$ cat config.mk
export PLATFORM = sky130hd
export DESIGN_NAME = muldiv_seq_unit
export DESIGN_NICKNAME = d
export VERILOG_FILES = /design/src/rtl/muldiv_seq_unit_pkg.sv /design/src/rtl/muldiv_step.sv /design/src/rtl/muldiv_seq_unit.sv
export SDC_FILE = /design/constraint.sdc
export NUM_CORES = 1
export LEC_CHECK = 0
export CELL_PAD_IN_SITES_DETAIL_PLACEMENT = 0
export CELL_PAD_IN_SITES_GLOBAL_PLACEMENT = 1
export CORE_MARGIN = 5
export CORE_UTILIZATION = 43
export CTS_CLUSTER_SIZE = 25
export DETAILED_ROUTE_END_ITERATION = 12
export PLACE_DENSITY = 0.8
export SLEW_MARGIN = 15
export SYNTH_ARGS = -nofsm -noshare
export SYNTH_HDL_FRONTEND = slang
export SYNTH_SLANG_ARGS = --single-unit
$ cat constraint.sdc
create_clock -name iCLK -period 7.15 [get_ports iCLK]
set_input_delay 1.43 -clock iCLK [delete_from_list [all_inputs] [get_ports iCLK]]
set_output_delay 1.43 -clock iCLK [all_outputs]
set_load 0.01 [all_outputs]
$ cat src/rtl/muldiv_seq_unit_pkg.sv
// Shared encodings for the HI/LO multiply/divide unit: request ops, FSM states
// and the single-step datapath mode.
package muldiv_seq_unit_pkg;

  localparam logic [2:0] MD_NOP   = 3'd0;
  localparam logic [2:0] MD_MULT  = 3'd1;
  localparam logic [2:0] MD_MULTU = 3'd2;
  localparam logic [2:0] MD_DIV   = 3'd3;
  localparam logic [2:0] MD_DIVU  = 3'd4;
  localparam logic [2:0] MD_MTHI  = 3'd5;
  localparam logic [2:0] MD_MTLO  = 3'd6;
  localparam logic [2:0] MD_RSVD  = 3'd7;

  localparam logic [1:0] ST_IDLE = 2'd0;
  localparam logic [1:0] ST_RUN  = 2'd1;
  localparam logic [1:0] ST_FIX  = 2'd2;

  typedef enum logic {
    STEP_MUL = 1'b0,
    STEP_DIV = 1'b1
  } stepMode_t;

  function automatic logic isIterOp(input logic [2:0] op);
    return (op == MD_MULT) || (op == MD_MULTU) || (op == MD_DIV) || (op == MD_DIVU);
  endfunction

  function automatic logic isSignedOp(input logic [2:0] op);
    return (op == MD_MULT) || (op == MD_DIV);
  endfunction

  function automatic logic isDivOp(input logic [2:0] op);
    return (op == MD_DIV) || (op == MD_DIVU);
  endfunction

endpackage

$ cat src/rtl/muldiv_step.sv
// One radix-2 iteration on the {upper, lower} accumulator: shift-add multiply
// or restoring divide, selected by mode.
module muldiv_step
  import muldiv_seq_unit_pkg::*;
#(
  parameter int WIDTH = 32
) (
  input  stepMode_t          mode,
  input  logic [2*WIDTH-1:0] acc,
  input  logic [WIDTH-1:0]   operand,
  output logic [2*WIDTH-1:0] accNext
);

  logic [WIDTH:0] sum;
  logic [WIDTH:0] trial;

  always_comb begin
    accNext = acc;
    sum     = '0;
    trial   = '0;
    if (mode == STEP_MUL) begin
      // Lower half holds the unconsumed multiplier bits; the carry shifts into the top.
      sum     = {1'b0, acc[2*WIDTH-1:WIDTH]} + (acc[0] ? {1'b0, operand} : '0);
      accNext = {sum, acc[WIDTH-1:1]};
    end else begin
      // Remainder < divisor keeps a successful trial within WIDTH bits, so bit WIDTH is the borrow.
      trial = acc[2*WIDTH-1:WIDTH-1] - {1'b0, operand};
      if (!trial[WIDTH]) begin
        accNext = {trial[WIDTH-1:0], acc[WIDTH-2:0], 1'b1};
      end else begin
        accNext = {acc[2*WIDTH-2:0], 1'b0};
      end
    end
  end

endmodule

$ cat src/rtl/muldiv_seq_unit.sv
// Iterative MULT/MULTU/DIV/DIVU unit owning HI/LO; also services MTHI/MTLO.
// One step per clock, then a single sign-fixup cycle.
module muldiv_seq_unit
  import muldiv_seq_unit_pkg::*;
#(
  parameter int WIDTH = 32
) (
  input  logic             iCLK,
  input  logic             iRST,
  input  logic             iStart,
  input  logic [2:0]       iOp,
  input  logic [WIDTH-1:0] iA,
  input  logic [WIDTH-1:0] iB,
  output logic             oBusy,
  output logic             oDone,
  output logic [WIDTH-1:0] oHI,
  output logic [WIDTH-1:0] oLO
);

  localparam int CW = $clog2(WIDTH);

  logic [1:0]         state;
  logic [CW-1:0]      count;
  logic [2*WIDTH-1:0] acc;
  logic [2*WIDTH-1:0] accNext;
  logic [WIDTH-1:0]   operand;
  stepMode_t          mode;
  logic               negHi;
  logic               negLo;
  logic               divZero;
  logic [WIDTH-1:0]   hiReg;
  logic [WIDTH-1:0]   loReg;
  logic               busy;
  logic               done;

  logic               signA;
  logic               signB;
  logic [WIDTH-1:0]   magA;
  logic [WIDTH-1:0]   magB;
  logic [2*WIDTH-1:0] prod;
  logic [WIDTH-1:0]   quo;
  logic [WIDTH-1:0]   rem;
  logic [WIDTH-1:0]   fixHi;
  logic [WIDTH-1:0]   fixLo;

  muldiv_step #(.WIDTH(WIDTH)) uStep (
    .mode    (mode),
    .acc     (acc),
    .operand (operand),
    .accNext (accNext)
  );

  // Negating the most negative value in WIDTH bits yields its correct unsigned magnitude.
  always_comb begin
    signA = isSignedOp(iOp) & iA[WIDTH-1];
    signB = isSignedOp(iOp) & iB[WIDTH-1];
    magA  = signA ? -iA : iA;
    magB  = signB ? -iB : iB;
  end

  always_comb begin
    prod  = negLo ? -acc : acc;
    quo   = acc[WIDTH-1:0];
    rem   = acc[2*WIDTH-1:WIDTH];
    fixHi = prod[2*WIDTH-1:WIDTH];
    fixLo = prod[WIDTH-1:0];
    if (mode == STEP_DIV) begin
      // Divide by zero: the remainder path already reproduces the dividend in HI.
      fixLo = divZero ? '1 : (negLo ? -quo : quo);
      fixHi = negHi ? -rem : rem;
    end
  end

  always_ff @(posedge iCLK or posedge iRST) begin
    if (iRST) begin
      state   <= ST_IDLE;
      count   <= '0;
      acc     <= '0;
      operand <= '0;
      mode    <= STEP_MUL;
      negHi   <= 1'b0;
      negLo   <= 1'b0;
      divZero <= 1'b0;
      hiReg   <= '0;
      loReg   <= '0;
      busy    <= 1'b0;
      done    <= 1'b0;
    end else begin
      done <= 1'b0;
      case (state)
        ST_IDLE: begin
          if (iStart) begin
            if (isIterOp(iOp)) begin
              if (isDivOp(iOp)) begin
                mode    <= STEP_DIV;
                acc     <= {{WIDTH{1'b0}}, magA};
                operand <= magB;
                negHi   <= signA;
              end else begin
                mode    <= STEP_MUL;
                acc     <= {{WIDTH{1'b0}}, magB};
                operand <= magA;
                negHi   <= signA ^ signB;
              end
              negLo   <= signA ^ signB;
              divZero <= isDivOp(iOp) && (iB == '0);
              count   <= CW'(WIDTH - 1);
              busy    <= 1'b1;
              state   <= ST_RUN;
            end else if (iOp == MD_MTHI) begin
              hiReg <= iA;
            end else if (iOp == MD_MTLO) begin
              loReg <= iA;
            end
          end
        end
        ST_RUN: begin
          acc   <= accNext;
          count <= count - 1'b1;
          if (count == '0) begin
            state <= ST_FIX;
          end
        end
        ST_FIX: begin
          hiReg <= fixHi;
          loReg <= fixLo;
          done  <= 1'b1;
          busy  <= 1'b0;
          state <= ST_IDLE;
        end
        default: begin
          state <= ST_IDLE;
        end
      endcase
    end
  end

  assign oBusy = busy;
  assign oDone = done;
  assign oHI   = hiReg;
  assign oLO   = loReg;

endmodule
==> run_results.csv <==
group,metric,value,unit
status,status,"complete, no violations",
sta,post-route-min-period,4.52,ns
drt,remaining_drc_errors,0,
layout,diodes,0,
clock_tree,cts_made_buffers,17,
global_route,grt_util_all_layers,27.7,%
min_path,hold_class,"reg -> reg",
drt,dr.first_iter.drc_count,1338,
synthesis,syn_area,0.0149,mm2
power,clock_power_share,11.4,%
clock_tree,cts_hold_buffers,0,
global_route,antenna_found_initial,1,
synthesis,syn_area_per_cell,7.81,um2
floorplan,die-area,0.0384,mm2
synthesis,yosys.area.top_type,"dfrtp_1",
synthesis,synth_flop_cell,"dfrtp_1",
placed_design,hpwl,41.5,mm
synthesis,synth_top_area_share,29.1,%
floorplan,fp.dieH,196,um
layout,fin_nets,2102,
synthesis,synth_edf_count,0,
floorplan,fp.dieW,196,um
power,switching_share,49.7,%
min_path,hold_depth,2,
drt,post_drt_wl_per_cell,22.6,um
clock_tree,path_clk_slew,0.07,ns
sta,fmax,0.221,GHz
placed_design,numPortBuffers,135,
synthesis,synth_common_cells,"244 x nand2_1, 202 x o21ai_0, 173 x dfrtp_1",
clock_tree,cts_max_path_buffers,2,
worst_setup_path,crit_type,"in -> reg",
worst_setup_path,reg2reg_slack,2.91,ns
synthesis,yosysMostFrequentCell,"nand2_1",
sta,rsz0062_at_grt,"no",
power,pwr-share-comb,64.0,%
global_route,gr-total-overflow,0,
clock_tree,cts_tree,"built",
sta,period_share,63.2,%
min_path,min_delay_worst_endpoint,"oLO[4]",
worst_setup_path,r2r-end,"acc[62]",
power,power_frac_seq,24.6,%
synthesis,ys_ff_latch,173,
floorplan,core,0.0344,mm2
power,p_per_area,511,mW/mm2
worst_setup_path,r2r_cells,14,
run,drv.max_cap_violation_count,0,
placed_design,placed_area,0.0165,mm2
floorplan,row_count,68,
power,ir_drop,0.243,mV
clock_tree,clkLatencyLatePin,0.45,ns
floorplan,ios,136,
synthesis,synthArstFlopShare,100,%
sta,timing_worst_slew_pin_value,1.18,ns
synthesis,ys.warnings.count,0,
sta,drv_slew,0,
drt,drt_wl_total,54.9,mm
worst_setup_path,cp_max_fo,6,
layout,area_delta_synth_final,15.3,%
global_route,grt_pass1_vias,13900,
clock_tree,h-tree-depth,4,
layout,design_area,0.0172,mm2
worst_setup_path,worst_ep_required_time,7.49,ns
power,power.switching,0.00436,W
sta,hold-worst-slack,0.477,ns
synthesis,syn_inst,1904,
clock_tree,cts_setup_buffers,0,
placed_design,globalplace.congestion,0.955,
drt,antenna_left,0,
sta,hold_violations,0,
global_route,grt_max_degree,92,
worst_setup_path,endpoint_kind,"register",
floorplan,initial_utilization,43.3,%
clock_tree,root_buffer,"clkbuf_16",
worst_setup_path,cp-start-kind,"input pin",
synthesis,synth.net_count,2046,
sta,relSlewSlack,21.5,%
clock_tree,cts_resized,0,
sta,fin_setup_tns,0,ns
layout,finalCoreUtilization,49.9,%
clock_tree,cts.sink_count,173,
drt,firstDrtPassIters,6,
power,finalPower,0.00877,W
drt,post_drt_via_cell_ratio,6.04,
worst_setup_path,worstPathArrival,4.86,ns
power,intPower,0.00441,W
synthesis,ys_top_cells_by_area,"dfrtp_1 29%, o21ai_0 6.8%, xnor2_1 6.7%",
sta,fin_skew,0.0127,ns
layout,layout-drive-gt1-share,5.32,%
synthesis,yosysSeqAreaShare,29.1,%
worst_setup_path,reg2reg_from,"acc[0]",
synthesis,synth_cell_types,85,
power,p_leak,7.02,nW
sta,setup_viol,0,
min_path,worstHoldStart,"oLO[4]",
global_route,grt_pass1_wl,83.2,mm
drt,vias,14700,
[final cells by class]
cell class	instances	area (um2)
Multi-Input combinational cell	1548	9890
Clock inverter	13	164
Sequential cell	173	4330
Inverter	66	253
Fill cell	3381	17200
Clock buffer	19	443
Timing Repair Buffer	154	1510
Tap cell	455	569
[power by group through the flow]
stage | Clock (W) | Combinational [W] | Sequential [W]
finish | 0.00100 | 0.00561 | 0.00216
global route | 0.00105 | 0.00620 | 0.00221
CTS | 0.00101 | 0.00558 | 0.00213
detailed placement | 0 | 0.00555 | 0.00215
global placement | 0 | 0.00548 | 0.00214
floorplan | 0 | 0.00404 | 0.00190
[how the worst max path moves through the flow]
stage          startpoint       to  slack (ns)  cells past startpoint
3_3_place_gp        iA[3]  acc[28]        2.31                     10
2_1_floorplan        iRST   acc[0]        1.03                      1
3_5_place_dp        iA[3]  acc[28]        2.27                     10
6_report            iA[3]  acc[28]        2.63                     10
4_1_cts             iA[3]  acc[28]        2.74                     10
5_1_grt             iA[3]  acc[28]        2.50                     10
[critical path: stages]
cell             delay, ns
clkdlybuf4s50_1       0.57
or3_1                 0.47
nor3b_1               0.63
nand3_1               0.40
nand2b_1              0.30
nor4_1                0.26
a21oi_1               0.14
xnor2_1               0.23
nor3_1                0.07
o32a_1                0.35
[state kept, by name, summed over array words and instances (netlist names), 2 cells and up]
name,cells
count,5
state,2
operand,32
oHI,32
acc,64
oLO,32
[kinds of logic (layout without fill, tap and decap cells)]
group                      after synthesis  after routing  synth area share, %
xor gates and xnor gates               167            167                 9.83
and+or+nand+nor                        628            628                 19.7
buffers and inverters                  183            252                 4.77
muxes                                   70             70                 4.86
DFF                                    173            173                 29.1
AOI/OAI and AO/OA                      611            611                 25.6
adders and majority gates               72             72                 6.16
[routing by layer]
| metal | part of all wire (%) | global-route usage, % | vias to the layer above |
|---|---|---|---|
| met5 | 0.024 | 0 | - |
| met4 | 3.6 | 10.8 | 2 |
| li1 | - | - | 6978 |
| met1 | 45 | 39.1 | 7016 |
| met2 | 44 | 42.3 | 576 |
| met3 | 7.9 | 5.12 | 83 |
[placed cells by master, fill, tap and decap left out, types with 17 or more instances in the layout]
master           netlist  routed
xor2_1                54      54
xnor2_1              113     113
o22ai_1               36      36
a22oi_1               17      17
inv_1                 65      64
a31oi_1               29      29
o31ai_1               25      25
or3_1                 20      20
nand3_1               42      41
buf_4                  0      18
ha_1                  70      70
a21o_1                20      20
o21ai_0              202     201
nor4_1                18      18
mux2i_1               52      52
clkbuf_16              0      17
nand2b_1              23      22
nand2_1              244     244
nor3_1                33      33
nor2_1               169     166
dfrtp_1              173     172
mux2_2                18      18
a21oi_1              134     134
clkdlybuf4s50_1        0     135
o211ai_1              28      28
[per-stage QoR]
stage	instances	setup slack, ns
floorplan	1904	1.03
global placement	2396	2.31
detailed placement	2396	2.27
CTS	2428	2.74
global route	2428	2.50
finish	2428	2.63
Power figures use the tool's default switching activity.
